### config.mk
export PLATFORM = sky130hd
export DESIGN_NAME = td4_sequencer_flat
export DESIGN_NICKNAME = d
export VERILOG_FILES = /design/src/rtl/td4_sequencer_if.sv /design/src/rtl/td4_sequencer.sv /design/src/flat_wrapper.sv
export SDC_FILE = /design/constraint.sdc
export NUM_CORES = 1
export LEC_CHECK = 0
export ABC_AREA = 1
export ABC_CLOCK_PERIOD_IN_PS = 1300
export BUFFER_PORTS_ARGS = -buffer_cell sky130_fd_sc_hd__clkbuf_2
export CAP_MARGIN = 20
export CORE_MARGIN = 2
export CORE_UTILIZATION = 47
export DETAILED_ROUTE_END_ITERATION = 6
export PLACE_DENSITY = 0.87
export RECOVER_POWER = 50
export SYNTH_ARGS = -nofsm -noshare
export SYNTH_HDL_FRONTEND = slang
export SYNTH_SLANG_ARGS = --single-unit
### constraint.sdc
create_clock -name CLK -period 1.3 [get_ports CLK]
set_input_delay 0.13 -clock CLK [delete_from_list [all_inputs] [get_ports CLK]]
set_output_delay 0.13 -clock CLK [all_outputs]
set_load 0.02 [all_outputs]
### src/rtl/td4_sequencer_if.sv
// ---------------------------------------------------------------------------
// td4_sequencer_if
//   Bus between the TD4 sequencer and the datapath it controls (program ROM,
//   PC register, A/B/OUT registers, ALU).
//
//   PC_IN     datapath -> sequencer   current program counter
//   ROM_ADDR  sequencer -> ROM        program ROM address
//   ROM_DATA  ROM -> sequencer        combinational ROM read data
//   C_FLAG    datapath -> sequencer   carry from the previous ADD
//   REG_EN    sequencer -> datapath   register-bank / PC clock enable
//   LOAD_*_N  sequencer -> datapath   active-low load strobes (A, B, OUT, PC)
//   SEL       sequencer -> ALU        operand select (A, B, IN port, zero)
//   IM        sequencer -> ALU        immediate operand
//
//   master = sequencer side, slave = datapath side.
// ---------------------------------------------------------------------------
interface td4_sequencer_if #(
  parameter int IMM_W = 4
);
  logic [IMM_W-1:0] PC_IN;
  logic [IMM_W-1:0] ROM_ADDR;
  logic [7:0]       ROM_DATA;
  logic             C_FLAG;
  logic             REG_EN;
  logic             LOAD_A_N;
  logic             LOAD_B_N;
  logic             LOAD_OUT_N;
  logic             LOAD_PC_N;
  logic [1:0]       SEL;
  logic [IMM_W-1:0] IM;

  modport master (
    input  PC_IN, ROM_DATA, C_FLAG,
    output ROM_ADDR, REG_EN, LOAD_A_N, LOAD_B_N, LOAD_OUT_N, LOAD_PC_N, SEL, IM
  );

  modport slave (
    output PC_IN, ROM_DATA, C_FLAG,
    input  ROM_ADDR, REG_EN, LOAD_A_N, LOAD_B_N, LOAD_OUT_N, LOAD_PC_N, SEL, IM
  );
endinterface

### src/rtl/td4_sequencer.sv
// ---------------------------------------------------------------------------
// td4_sequencer
//   Fetch/decode/control stage of the TD4 CPU. Each instruction takes two
//   cycles: FETCH reads ROM at PC_IN into the instruction register, EXEC
//   presents the decoded strobes with REG_EN high so the datapath updates on
//   the edge that ends EXEC. Adds run/step control, jump-to-self halt
//   detection and sticky illegal-opcode flagging.
//
//   CLK      clock, rising edge
//   CLR      asynchronous active-low reset
//   RUN      1 = fetch continuously, 0 = stop after the current instruction
//   bus      td4_sequencer_if.master (ROM, PC, strobes, SEL, IM)
//   HALT     sticky: a jump-to-self was executed
//   ILLEGAL  sticky: an illegal opcode was fetched
//   STATE    FSM debug view: 00 IDLE, 01 FETCH, 10 EXEC, 11 HALT
// ---------------------------------------------------------------------------
module td4_sequencer #(
  parameter int IMM_W       = 4,
  parameter bit HALT_DETECT = 1'b1
) (
  input  logic            CLK,
  input  logic            CLR,
  input  logic            RUN,
  td4_sequencer_if.master bus,
  output logic            HALT,
  output logic            ILLEGAL,
  output logic [1:0]      STATE
);

  localparam logic [1:0] S_IDLE  = 2'b00;
  localparam logic [1:0] S_FETCH = 2'b01;
  localparam logic [1:0] S_EXEC  = 2'b10;
  localparam logic [1:0] S_HALT  = 2'b11;

  logic [1:0]       state, state_nxt;
  logic [7:0]       ir;          // instruction register
  logic             carry;       // C_FLAG captured with the instruction
  logic             halt_pend;   // current instruction is a jump-to-self
  logic             ill;         // sticky illegal flag
  logic [IMM_W-1:0] rom_addr_q;  // ROM address held outside FETCH

  logic             is_fetch, is_exec;
  logic [3:0]       fetch_op, fetch_im;
  logic             fetch_illegal;

  assign is_fetch      = (state == S_FETCH);
  assign is_exec       = (state == S_EXEC);
  assign fetch_op      = bus.ROM_DATA[7:4];
  assign fetch_im      = bus.ROM_DATA[3:0];
  assign fetch_illegal = (fetch_op == 4'h8) || (fetch_op == 4'hA) ||
                         (fetch_op == 4'hC) || (fetch_op == 4'hD);

  // HALT only leaves through CLR, so it simply holds here.
  always_comb begin
    state_nxt = state;
    case (state)
      S_IDLE:  if (RUN) state_nxt = S_FETCH;
      S_FETCH: state_nxt = S_EXEC;
      S_EXEC:  begin
        if (halt_pend)  state_nxt = S_HALT;
        else if (RUN)   state_nxt = S_FETCH;
        else            state_nxt = S_IDLE;
      end
      default: state_nxt = state;
    endcase
  end

  // NOTE: sequential state uses non-blocking assignments so every flop
  // samples pre-edge values regardless of block evaluation order.
  always_ff @(posedge CLK or negedge CLR) begin
    if (!CLR) begin
      state      <= S_IDLE;
      ir         <= 8'h00;
      carry      <= 1'b0;
      halt_pend  <= 1'b0;
      ill        <= 1'b0;
      rom_addr_q <= '0;
    end else begin
      state <= state_nxt;
      if (is_fetch) begin
        ir         <= bus.ROM_DATA;
        carry      <= bus.C_FLAG;
        rom_addr_q <= bus.PC_IN;
        // Only an unconditional JMP to its own address halts; JNC to self
        // may fall through and is therefore not a halt.
        halt_pend  <= HALT_DETECT && (fetch_op == 4'hF) &&
                      (IMM_W'(fetch_im) == bus.PC_IN);
        if (fetch_illegal) ill <= 1'b1;
      end
    end
  end

  assign bus.ROM_ADDR = is_fetch ? bus.PC_IN : rom_addr_q;

  // Decode straight from the instruction register: IR only changes at the
  // end of FETCH, so SEL/IM hold outside EXEC for free, and IR = 00 after
  // reset decodes to SEL = 00, IM = 0.
  logic             ld_a, ld_b, ld_out, ld_pc;
  logic [1:0]       sel;
  logic [IMM_W-1:0] imm;
  logic [IMM_W-1:0] ir_im;

  assign ir_im = IMM_W'(ir[3:0]);

  // NOTE: every output of this block gets a default first, so no path
  // leaves a value unassigned and no latch is inferred.
  always_comb begin
    ld_a   = 1'b0;
    ld_b   = 1'b0;
    ld_out = 1'b0;
    ld_pc  = 1'b0;
    sel    = 2'b11;
    imm    = '0;
    case (ir[7:4])
      4'h0: begin ld_a   = 1'b1; sel = 2'b00; imm = ir_im; end  // ADD A,Im
      4'h5: begin ld_b   = 1'b1; sel = 2'b01; imm = ir_im; end  // ADD B,Im
      4'h3: begin ld_a   = 1'b1; sel = 2'b11; imm = ir_im; end  // MOV A,Im
      4'h7: begin ld_b   = 1'b1; sel = 2'b11; imm = ir_im; end  // MOV B,Im
      4'h1: begin ld_a   = 1'b1; sel = 2'b01;              end  // MOV A,B
      4'h4: begin ld_b   = 1'b1; sel = 2'b00;              end  // MOV B,A
      4'h2: begin ld_a   = 1'b1; sel = 2'b10;              end  // IN A
      4'h6: begin ld_b   = 1'b1; sel = 2'b10;              end  // IN B
      4'h9: begin ld_out = 1'b1; sel = 2'b01;              end  // OUT B
      4'hB: begin ld_out = 1'b1; sel = 2'b11; imm = ir_im; end  // OUT Im
      4'hF: begin ld_pc  = 1'b1; sel = 2'b11; imm = ir_im; end  // JMP
      4'hE: begin ld_pc  = ~carry; sel = 2'b11; imm = ir_im; end  // JNC
      default: ;  // illegal: NOP, PC still increments via REG_EN
    endcase
  end

  assign bus.REG_EN     = is_exec;
  assign bus.LOAD_A_N   = ~(is_exec & ld_a);
  assign bus.LOAD_B_N   = ~(is_exec & ld_b);
  assign bus.LOAD_OUT_N = ~(is_exec & ld_out);
  assign bus.LOAD_PC_N  = ~(is_exec & ld_pc);
  assign bus.SEL        = sel;
  assign bus.IM         = imm;

  assign HALT    = (state == S_HALT);
  assign ILLEGAL = ill;
  assign STATE   = state;

endmodule
### src/flat_wrapper.sv
// flat-port wrapper written by rule: the top's interface ports become plain ports
module td4_sequencer_flat 
#(
  parameter int IMM_W       = 4,
  parameter bit HALT_DETECT = 1'b1
)
  (CLK, CLR, RUN, HALT, ILLEGAL, STATE, bus_PC_IN, bus_ROM_DATA, bus_C_FLAG, bus_ROM_ADDR, bus_REG_EN, bus_LOAD_A_N, bus_LOAD_B_N, bus_LOAD_OUT_N, bus_LOAD_PC_N, bus_SEL, bus_IM);
  td4_sequencer_if #(.IMM_W(IMM_W)) bus_i ();
  input  logic CLK;
  input  logic CLR;
  input  logic RUN;
  output logic HALT;
  output logic ILLEGAL;
  output logic [1:0] STATE;
  input wire logic [$bits(bus_i.PC_IN)-1:0] bus_PC_IN;
  input wire logic [$bits(bus_i.ROM_DATA)-1:0] bus_ROM_DATA;
  input wire logic [$bits(bus_i.C_FLAG)-1:0] bus_C_FLAG;
  output wire logic [$bits(bus_i.ROM_ADDR)-1:0] bus_ROM_ADDR;
  output wire logic [$bits(bus_i.REG_EN)-1:0] bus_REG_EN;
  output wire logic [$bits(bus_i.LOAD_A_N)-1:0] bus_LOAD_A_N;
  output wire logic [$bits(bus_i.LOAD_B_N)-1:0] bus_LOAD_B_N;
  output wire logic [$bits(bus_i.LOAD_OUT_N)-1:0] bus_LOAD_OUT_N;
  output wire logic [$bits(bus_i.LOAD_PC_N)-1:0] bus_LOAD_PC_N;
  output wire logic [$bits(bus_i.SEL)-1:0] bus_SEL;
  output wire logic [$bits(bus_i.IM)-1:0] bus_IM;
  assign bus_i.PC_IN = bus_PC_IN;
  assign bus_i.ROM_DATA = bus_ROM_DATA;
  assign bus_i.C_FLAG = bus_C_FLAG;
  assign bus_ROM_ADDR = bus_i.ROM_ADDR;
  assign bus_REG_EN = bus_i.REG_EN;
  assign bus_LOAD_A_N = bus_i.LOAD_A_N;
  assign bus_LOAD_B_N = bus_i.LOAD_B_N;
  assign bus_LOAD_OUT_N = bus_i.LOAD_OUT_N;
  assign bus_LOAD_PC_N = bus_i.LOAD_PC_N;
  assign bus_SEL = bus_i.SEL;
  assign bus_IM = bus_i.IM;
  td4_sequencer #(.IMM_W(IMM_W), .HALT_DETECT(HALT_DETECT)) u_core (.CLK(CLK), .CLR(CLR), .RUN(RUN), .bus(bus_i), .HALT(HALT), .ILLEGAL(ILLEGAL), .STATE(STATE));
endmodule
## After elaboration in Yosys (flattened, before gate mapping)

Cells that the tools add are included.

- Output and inout port bits: 19
- Flip-flop bits (word level): 17
- Word-level logic and storage cells: 63

- Muxes and demuxes: 11
- Equality and inequality tests: 21
- Bitwise logic cells: 9
- Reduce and logical (&&, ||, !) cells: 16

Operators with widths:

| kind | count |
|---|---|
| equality test 4 bit (second input constant) | 9 |
| equality test 4 x 3 -> 1 bit (second input constant) | 4 |
| case mux 2 bit (3 select lines) | 2 |
| equality test 4 x 2 -> 1 bit (second input constant) | 2 |
| 2-to-1 mux 4 bit | 2 |
| OR reduction 4 bit | 2 |
| OR reduction 7 bit | 1 |
| OR reduction 2 bit | 3 |
| inverter 1 bit | 5 |
| AND 1 bit | 4 |
| equality test 2 bit (second input constant) | 2 |
| equality test 4 x 1 -> 1 bit (second input constant) | 1 |
| equality test 4 bit | 1 |
| zero test 4 bit | 1 |
| 2-to-1 mux 1 bit | 4 |
| 2-to-1 mux 2 bit | 2 |
| AND reduction 2 bit | 2 |
| logical OR 1 bit | 3 |
| nonzero test 3 bit | 1 |
| OR reduction 3 bit | 1 |
| equality test 2 x 1 -> 1 bit (second input constant) | 1 |
| zero test 2 bit | 1 |
| inequality test 2 bit (second input constant) | 1 |
| case mux 1 bit (2 select lines) | 1 |
| logical AND 1 bit | 1 |

## Longest topological paths before layout

Gate-level depths: netlist of run 1.

- Depth after elaboration: 5
- Mapped depth: 7
- Gate-level depth less buffers: 6

## Least setup slack after synthesis of run 1

Ideal clock, no wire load.

- Path kind: register to register
- Start: reg u_core.state[1], in the netlist u_core.STATE[1]
- End: reg u_core.rom_addr_q[0]
- Period minus slack after synthesis: 1710 ps
- Cell stages (with the launch flop): 5
- Path buffers: 0
- Arrival: 1524 ps
- Setup slack: -410 ps
- Cells stage by stage: dfrtp_1 > inv_1 > ha_1 > clkinv_1 > o21ai_0

- Longest elaborated chain between the ends: 2

RTL lines:

| element | line | RTL |
|---|---|---|
| from (decl) | td4_sequencer.sv:35 | `logic [1:0] state, state_nxt;` |
| from (signal assigned) | td4_sequencer.sv:79 | `state <= state_nxt;` |
| equality test 2 x 1 -> 1 bit | td4_sequencer.sv:46 | `assign is_fetch = (state == S_FETCH);` |
| 2-to-1 mux 4 bit | - |  |
| via bus_ROM_ADDR[0] | flat_wrapper.sv:18 | `output wire logic [$bits(bus_i.ROM_ADDR)-1:0] bus_ROM_ADDR;` |
| to (signal assigned) | td4_sequencer.sv:83 | `rom_addr_q <= bus.PC_IN;` |
| to (decl) | td4_sequencer.sv:40 | `logic [IMM_W-1:0] rom_addr_q;` |

The timed path passes the listed nets, and every way through them passes these cells.
A chain may end at the register's enable or synchronous reset.

## Final worst setup path of run 1

- Start: reg u_core.ir[4]
- End: out bus_IM[3]

- Longest elaborated chain between the ends: 3

RTL lines:

| element | line | RTL |
|---|---|---|
| from (decl) | td4_sequencer.sv:36 | `logic [7:0] ir;` |
| from (signal assigned) | td4_sequencer.sv:81 | `ir <= bus.ROM_DATA;` |
| equality test 4 x 3 -> 1 bit, or another cell as far along | td4_sequencer.sv:114 | `case (ir[7:4])` |
| OR reduction 7 bit (no source line) (*) | - |  |
| 2-to-1 mux 4 bit (*) | td4_sequencer.sv:114 |  |
| to (decl) | flat_wrapper.sv:25 | `output wire logic [$bits(bus_i.IM)-1:0] bus_IM;` |

Mark *: on every way between the ends. The rest lies on a longest branch, timed or not.

==> metrics list, run 1 <==
- CP required: between 1000 and 1500 ps
- Max VDD drop: roughly 1.8 mV
- In this run the number of H-tree levels came out at 1.
* Fraction of synthesized cell area taken by the top area cell type: 46.8%
- Once the floorplan was initialized, standard cells occupied just over 50% of the core.
- Global routing used 24.8% of the available tracks across all layers.
* Setup violation total in the final timing report: 19
- Switching power share of the total: between 40% and 50%
- For this design the top-level I/O count stands at 35.
- Areal power density over the cells: approximately 2600 mW/mm^2
* Total CTS buffers: 3
- Synth area leaders: sky130_fd_sc_hd__dfrtp_1 47%, sky130_fd_sc_hd__nand2_1 14%, sky130_fd_sc_hd__o21ai_0 9.4%, sky130_fd_sc_hd__inv_1 8.7%, sky130_fd_sc_hd__ha_1 6.9%
- Antenna violations before repair: 0
* Instance count of the mapped netlist: around 120
* Number of design-rule violations left by the first detailed-router iteration: 22
- RSZ-0062 raised after global routing: true
* Crit path max fanout: 4
* Portion of total power attributed to sequential cells: between 20% and 30%
- Detailed routing inserted a total of between 1000 and 1500 vias.
- Clock tree skew after final layout: between 1 and 1.5 ps
- Sequential elements use 46.8% of the synthesized area.
* Area inside the core boundary: between 0.0015 and 0.002 sq mm
- The floorplan step set the die width to between 40 and 50 um.
* Number of global-route vias before repair: between 900 and 1000
- The detail route stage leaves a number of antenna-violating nets equal to 0.
- The final number of max-transition violations is 0.
* Peak clock frequency supported by timing: ~600 MHz
* Synthesis warning total: 0
- The min-delay analysis places its worst path in the category in2reg.
- Post-synthesis average cell area: 7.63 sq um
- Pin count of the biggest net entering global routing: 21
- CTS tree: done
* Pin slew with the least headroom to its limit: around 960 ps
- Top library cells by usage in the layout, fill and taps aside: 28 x sky130_fd_sc_hd__nand2_1, 18 x sky130_fd_sc_hd__inv_1, 17 x sky130_fd_sc_hd__clkbuf_2, 16 x sky130_fd_sc_hd__dfrtp_1, 12 x sky130_fd_sc_hd__buf_4
- In this run the core area contains 15 standard-cell rows.
- Per report_power, the combinational group accounts for between 60% and 70% of the total.
- Kind of launch point of the worst setup path: register
* Worst setup slack after placement: 8.85 ps
- Clock tree synthesis found a total of 17 sinks.
- Number of nets in the layout: about 190
- Summed over all instances, the cell type with the most area after synthesis is sky130_fd_sc_hd__dfrtp_1.
- Excluding fillers, the count of instances in the completed layout stands at 195.
- Adding up every negative setup slack in the final design gives -3380 ps.
- Start-to-end type of the worst setup path: reg2out
- Outcome: complete, but fails checks
- Total DRC errors in the routed layout: 0
* Cell internal power dissipation: about 2.1 mW
- Most frequent standard cell in the layout excluding fill and tap cells: sky130_fd_sc_hd__nand2_1
* Die extent in y: ~48 um
* Average wire per cell in the routed design: approximately 16 um
- Final critical-path share of the clock period: 129%
- Max transition margin: 36.1%
* Critical path arrival: ~1600 ps
- The final layout contains routed wiring with a total length of between 3 and 4 mm.
- Final hold slack: ~56 ps
- In the post-route analysis, the smallest setup slack over all paths is -379 ps.
* Die Footprint: between 0.002 and 0.0025 sq mm
* Maximum number of buffers from clock root to sink: 2
* Via density: ~5.3
- After synthesis the netlist holds a flip-flop and latch count of 17.
* Max cap viols: 0
* Share of final-layout standard cells stronger than drive strength 1: about half
- Critical Path Sink Type: primary output
- DP Area: roughly 0.0012 sq mm
- 0 antenna diodes ended up in the layout.
- In this run, placement finished with an instance count of 180.
- Power, Total: 4.05 mW
* Final weighted congestion of routability-driven global placement: about 0.78
- Shortest clock period the worst path allows after layout: between 1500 and 2000 ps
- The clock network is responsible for approximately 7.2% of the overall power.
* Syn Nets: 140
* Detailed route wirelength on metal3: 208 um
- After clock tree synthesis, the clock-pin slew on the worst setup and hold paths is around 100 ps.
- Synthesis instantiated 17 different standard cells from the library.
* Layout overhead on the synthesized area: 71.8%
- Final core area utilization: roughly nine tenths
- Global-route wire length before repair: between 3 and 4 mm
- Worst-skew pair later-pin latency: around 300 ps
- The analysis attributes to net switching a power of around 1.9 mW.
* Final standard cell area without fillers: 0.00156 sq mm
- Summed over all nets, the half-perimeter wirelength after detailed placement is between 1.5 and 2 mm.
- In this run the clock root is driven by a sky130_fd_sc_hd__clkbuf_4.
- Port buffering added 34 buffers.
- The first TritonRoute pass finished after 5 iterations.
- Leakage power figure: 0.790 nW
- Length of routed met2 wiring: about 1.6 mm
* Final hold violation count: 0
- After detailed routing, no signal wire sits above met4.
- Post-synth design cell area: 908 sq um
- The detailed router put a total of about 1.2 mm of wire on met1.
- For this run the aggregate overflow at the end of global routing stands at 0.
- The checks that failed: negative setup slack.
final timing paths:
kind                                                  start                      endpoint  slack (ps)  depth (start not counted)
min in group asynchronous                               CLR      u_core.carry$_DFFE_PN0P_         500                          2
worst min-delay path                             bus_C_FLAG      u_core.carry$_DFFE_PN0P_          60                          3
worst min register to register   u_core.ILLEGAL$_DFFE_PN0P_    u_core.ILLEGAL$_DFFE_PN0P_         490                          2
worst max-delay path               u_core.ir[4]$_DFFE_PN0P_                     bus_IM[3]        -380                          6
max in group asynchronous                               CLR   u_core.STATE[0]$_DFFE_PN0P_         160                          2
worst max register to register  u_core.STATE[1]$_DFFE_PN0P_  u_core.halt_pend$_DFFE_PN0P_        -110                          8
cell usage after synthesis:
library cell and number:
sky130_fd_sc_hd__a211oi_1 1, sky130_fd_sc_hd__o22ai_1 1, sky130_fd_sc_hd__nand3_1 4, sky130_fd_sc_hd__nor2_1 10
sky130_fd_sc_hd__ha_1 5, sky130_fd_sc_hd__buf_4 1, sky130_fd_sc_hd__nand2_1 34, sky130_fd_sc_hd__o211ai_1 1
sky130_fd_sc_hd__nand2_2 1, sky130_fd_sc_hd__buf_2 1, sky130_fd_sc_hd__a21oi_1 2, sky130_fd_sc_hd__o21ai_0 17
sky130_fd_sc_hd__dfrtp_1 17, sky130_fd_sc_hd__inv_1 21, sky130_fd_sc_hd__o21ai_1 1, sky130_fd_sc_hd__clkinv_1 1
sky130_fd_sc_hd__o31ai_2 1
area by class of cell:
| type | instances | area, sq um |
|---|---|---|
| clock buffers | 4 | 26.3 |
| fillers | 89 | 204 |
| inverters | 22 | 100 |
| multi-input cells | 78 | 553 |
| flip-flops and latches | 17 | 427 |
| well taps | 25 | 31.3 |
| repair buffers | 48 | 414 |
| repair inverters | 1 | 8.76 |
sequential cells by signal, indices dropped and copies added (netlist names):
register / count
u_core.STATE: 2
u_core.carry: 1
u_core.ir: 8
u_core.halt_pend: 1
u_core.rom_addr_q: 4
u_core.ILLEGAL: 1
power by group through the flow:
stage	clock network, mW	registers (mW)	logic [mW]
floorplan	0	0.900	1.17
global placement	0	0.878	1.64
detailed placement	0	0.891	1.70
CTS	0.290	0.899	2.21
global route	0.310	0.968	2.99
finish	0.293	0.946	2.81
critical path, stage by stage, from the launching register on:
cell                      delay, ps
sky130_fd_sc_hd__dfrtp_1        380
sky130_fd_sc_hd__inv_1          120
sky130_fd_sc_hd__nor2_2          80
sky130_fd_sc_hd__o21ai_1        190
sky130_fd_sc_hd__nand2_2        140
sky130_fd_sc_hd__nor2_1         160
sky130_fd_sc_hd__buf_4          160
cell families (layout without fill, tap and decap cells):
kind of cell,count (synthesis),in the layout,share of synthesized area (%)
compound gates,24,24,14.7
simple gates,49,49,21.1
flops,17,17,46.8
fa+ha+maj,5,5,6.89
buf+inv,24,75,10.5
layer usage:
metal | track usage [%] | up-vias
li1 | - | 471
met1 | 28.4 | 494
met2 | 46.4 | 51
met3 | 7.17 | 13
met4 | 3.24 | 0
met5 | 0 | -
timing repair:
action                     4_1_cts  5_1_grt
hold endpoints to repair        17        0
hold buffers                     1        0
buffers inserted                 6        6
setup endpoints to repair       16       20
gates resized for setup         38       50
cloned                           1        0
pin swaps                        7        9
Note: power is estimated with default switching activity, not from simulation.
==> inputs of run 2 (changes only) <==
--- a/config.mk
+++ b/config.mk
@@ -5,7 +5,6 @@
 export SDC_FILE = /design/constraint.sdc
 export NUM_CORES = 1
 export LEC_CHECK = 0
-export ABC_AREA = 1
 export ABC_CLOCK_PERIOD_IN_PS = 1300
 export BUFFER_PORTS_ARGS = -buffer_cell sky130_fd_sc_hd__clkbuf_2
 export CAP_MARGIN = 20
==> run 2 against run 1 <==
The run still ends with negative setup slack left. Setup slack worse by 170 ps. Clock skew up 19 ps. Critical path depth down 1. Maximum frequency down 9.4%. Sequential cell count unchanged. Critical path type unchanged.
==> metrics list, run 2 <==
* Outcome: complete, but fails checks
* Failing checks: negative setup slack
* Critical Path Sink Type: primary output
- The initial standard-cell utilization of the core is 50.9% (-0.64 points).
* RSZ-0062 raised after global routing: true
* Clock transition at the registers of the reported paths: 120 ps (+20 ps)
* Post-synth top flop: sky130_fd_sc_hd__dfrtp_1
- Synth area leaders: sky130_fd_sc_hd__dfrtp_1 47%, sky130_fd_sc_hd__mux2_2 14%, sky130_fd_sc_hd__ha_1 7.0%, sky130_fd_sc_hd__o21ai_0 4.5%, sky130_fd_sc_hd__xnor2_1 3.9%
* Max transition margin: 70.6% (+34 points)
* Number of design-rule violations left by the first detailed-router iteration: 61 (+180%)
* Setup violation total in the final timing report: 23 (+4)
- Post-synthesis xor/xnor area fraction: 4.88% (+4.9 points)
- The number of vias per cell after detailed routing was 5.80 (+9.9%).
- Final hold violation count: 0 (unchanged)
* Highest Signal Layer: met4
- Kind of launch point of the worst setup path: register
- The standard cell core area was 0.00176 sq mm (unchanged).
* Rows: 15 (unchanged)
- The wire length on met1 is 1.29 mm (+7.9%).
- Die Footprint: 0.00227 sq mm (-1.1%)
- The area taken by flip-flops and latches is 428 sq um (+0.29%).
- Crit path max fanout: 4 (unchanged)
* Most frequent standard cell in the layout excluding fill and tap cells: sky130_fd_sc_hd__clkbuf_2
* Synthesis warning total: 0 (unchanged)
- Fraction of synthesized cell area taken by the top area cell type: 47.4% (+0.59 points)
* Final critical-path share of the clock period: 143% (+13 points)
- Die extent in y: 47.7 um (-0.56%)
* Post-synthesis average cell area: 10.9 sq um (+43%)
- Cell type contributing the most total cell area after synthesis: sky130_fd_sc_hd__dfrtp_1
- Filler cell count in the final layout: 41 (-54%)
* Synth Register Bits: 17 (unchanged)
- Start-to-end type of the worst setup path: reg2out
- The reported leakage power came to 0.810 nW (+2.6%).
* Switching power share of the total: 25.4% (-22 points)
- The compound-cell area share of the yosys netlist was 9.07% (-5.7 points).
- The ratio of total power to cell area came to 541 mW/mm^2 (-79%).
- The worst endpoint data arrival time was 1720 ps (+170 ps).
* Via Count: 963 (-6.4%)
- Maximum number of buffers from clock root to sink: 2 (unchanged)
- The initial antenna violation count was 0 (unchanged).
* Cell internal power dissipation: 0.678 mW (-68%)
* # H-tree levels: 1 (unchanged)
* Remaining number of nets flagged by the antenna check after routing: 0 (unchanged)
- Pin count of the biggest net entering global routing: 18 (-14%)
- The area after detailed placement is 0.00121 sq mm (+2.5%).
- Fraction of the yosys area taken by sequential cells: 47.4% (+0.59 points)
- Syn Nets: 103 (-26%)
- The number of max-cap violations came to 0 (unchanged).
* Number of global-route vias before repair: 911 (-1.9%)
- Part of the total power dissipated in the clock network: 34.2% (+27 points)
* Number of inserted diodes: 0 (unchanged)
* Number of nets in the layout: 163 (-15%)
- Total CTS buffers: 3 (unchanged)
* Area of the multi-input gates: 637 sq um (+15%)
- The final total negative setup slack is -6340 ps (-2960 ps).
* Power share of the combinational group: 7.6% (-62 points)
* Endpoint of the worst register-to-register path: u_core.ILLEGAL$_DFFE_PN0P_
* Post-synthesis mux area share: 14.9% (+15 points)
* Pin slew with the least headroom to its limit: 442 ps (-517 ps)
- The number of synthesized flops with an enable pin is 0 (unchanged).
- The proportion of synthesized flip-flops having asynchronous set or reset came to 100% (unchanged).
* Final core area utilization: 95.2% (+6.7 points)
- Setup slack on the worst flop-to-flop path: -190 ps (-80 ps)
* Combinational family with the most area after synthesis: multiplexers
- Max reg flops: 8 (unchanged)
* Count of different cell masters after synthesis: 24 (+7)
* Commonest cells post-synth: 17 x sky130_fd_sc_hd__dfrtp_1, 11 x sky130_fd_sc_hd__mux2_2, 8 x sky130_fd_sc_hd__inv_1, 8 x sky130_fd_sc_hd__o21ai_0, 7 x sky130_fd_sc_hd__nand2_1
* GR Overflow Total: 0 (unchanged)
- The simple logic cell fraction of the synthesized area is 12.0% (-9.1 points).
- The post-route worst setup slack came to -553 ps (-174 ps).
- Global-route wire length before repair: 4.16 mm (+6.3%)
- Net Sw Power: 0.231 mW (-88%)
- The sequential group share of total power came to 58.1% (+35 points).
* Layout overhead on the synthesized area: 87.2%
- The final number of max-transition violations is 0 (unchanged).
- Instance count of the mapped netlist: 82 (-31%)
* Post-synthesis adder-cell area fraction: 6.97% (+0.086 points)
* Total routing resource utilization after global routing: 28.3% (+3.5 points)
- Share of final-layout standard cells stronger than drive strength 1: 71.6% (+23 points)
- The final wirelength is 3.86 mm (+24%).
- Most common cell in the netlist: sky130_fd_sc_hd__dfrtp_1
- CTS tree: done
* Hold/Removal Path Class: in2reg
- CP required: 1170 ps (about the same)
- Power, Total: 0.909 mW (-78%)
- The last weighted congestion value of the routability-driven placer came to 0.670 (-14%).
- Clock sink total: 17 (unchanged)
- Worst-skew pair later-pin latency: 310 ps (about the same)
- Root Driver: sky130_fd_sc_hd__clkbuf_4
- The library cells used most frequently in the layout, excluding fill and tap cells, are 18 x sky130_fd_sc_hd__clkbuf_2, 15 x sky130_fd_sc_hd__dfrtp_1, 14 x sky130_fd_sc_hd__buf_6, 12 x sky130_fd_sc_hd__buf_4, 11 x sky130_fd_sc_hd__buf_8.
- Total DRC errors in the routed layout: 0 (unchanged)
* Length of routed met2 wiring: 2.05 mm (+25%)
- Shortest clock period the worst path allows after layout: 1850 ps (+174 ps)
* Critical Path End: bus_IM[1]
- Peak clock frequency supported by timing: 540 MHz (-9.4%)
- The critical path starts at u_core.ir[4]$_DFFE_PN0P_.
- The worst ir drop on vdd came to 0.834 mV (-53%).
- The path depth of the worst reg2reg path came to 7 (-1).
* Clock tree skew after final layout: 19.6 ps (+18.5 ps)
* Average wire per cell in the routed design: 23.3 um (+45%)
- The die extent in x came to 47.7 um (-0.56%).
- More flip-flops sit in one register than any other, and that register is u_core.ir.
* Number of detailed-routing iterations run before antenna repair: 4 (-1)
* HPWL after DPL: 1.70 mm (+2.8%)
- The worst register-to-register path begins at u_core.STATE[1]$_DFFE_PN0P_.
- The number of input and output port buffers inserted came to 34 (unchanged).
- Final standard cell area without fillers: 0.00168 sq mm (+7.6%)
- The top-level port count came to 35 (unchanged).
- The post-synthesis instance area is 897 sq um (-1.2%).
- Detailed route wirelength on metal3: 307 um (+48%)
## run 2: cell types whose count changed in the layout (fill, tap and decap cells not counted), moves of 5 or more
cell | previous run | this run
sky130_fd_sc_hd__mux2_4 | 0 | 7
sky130_fd_sc_hd__nand2_1 | 28 | 2
sky130_fd_sc_hd__o21ai_0 | 5 | 0
sky130_fd_sc_hd__nor2_1 | 7 | 0
sky130_fd_sc_hd__buf_6 | 6 | 14
sky130_fd_sc_hd__inv_1 | 18 | 6
## run 2: worst min path at each step
stage / startpoint / end / slack (ps) / cells after the start
after detailed placement: CLR / u_core.ir[3]$_DFFE_PN0P_ / 80 / 1
after global placement: CLR / u_core.ir[0]$_DFFE_PN0P_ / 80 / 1
final: bus_C_FLAG / u_core.carry$_DFFE_PN0P_ / 30 / 3
after floorplan: CLR / u_core.ILLEGAL$_DFFE_PN0P_ / -170 / 0
after global routing: bus_C_FLAG / u_core.carry$_DFFE_PN0P_ / 50 / 3
after CTS: bus_C_FLAG / u_core.carry$_DFFE_PN0P_ / 50 / 3
## run 2: cell type report
type | count | share of cell area (%)
timing repair buffer | 57 | 31.4
multi-input combinational | 55 | 37.9
inverter | 8 | 1.79
clock buffer | 4 | 1.56
tap | 25 | 1.86
sequential | 17 | 25.5
## run 2: cell families after synthesis
group | after synthesis
adder cells (fa/ha/maj) | 5
buffers and inverters | 10
multiplexers | 12
XOR/XNOR | 5
AND/OR/NAND/NOR | 20
AO/OA/AOI/OAI | 13
flip-flops | 17
## run 2: repair_timing
action,4_1_cts,5_1_grt
gates resized for setup,50,50
buffers inserted,9,6
hold buffers,1,0
endpoints found under the hold margin,17,0
pin swaps,9,10
endpoints found under the setup margin,20,26
## run 2: power groups by stage
stage / sequential (mW) / combinational (mW) / clock, mW
2_1_floorplan: 0.539 / 0.0158 / 0
3_3_place_gp: 0.539 / 0.0557 / 0
3_5_place_dp: 0.539 / 0.0584 / 0
4_1_cts: 0.528 / 0.0618 / 0.287
5_1_grt: 0.529 / 0.0749 / 0.319
6_report: 0.528 / 0.0695 / 0.311
## run 2: per-layer routing
| metal | global-route usage [%] | up-vias |
|---|---|---|
| met1 | 27.5 | 448 |
| met3 | 6.04 | 35 |
| met4 | 17.3 | 0 |
| met5 | 0 | - |
| li1 | - | 397 |
| met2 | 53.3 | 83 |
## run 2: metrics by stage
stage / std cells / hold WS [ps] / setup WS [ps]
after floorplan: 82 / -166 / -29.1
after global placement: 149 / 78.9 / 4.29
after detailed placement: 149 / 79.7 / -69.2
after CTS: 162 / 46.9 / -373
after global routing: 166 / 48.2 / -594
final: 166 / 34.2 / -553
## run 2: worst max-delay path, stage by stage, from the launching register on
cell and delay [ps]:
sky130_fd_sc_hd__dfrtp_1 450, sky130_fd_sc_hd__xor2_2 190, sky130_fd_sc_hd__a221oi_2 290, sky130_fd_sc_hd__buf_4 200, sky130_fd_sc_hd__and2_4 160, sky130_fd_sc_hd__buf_8 110
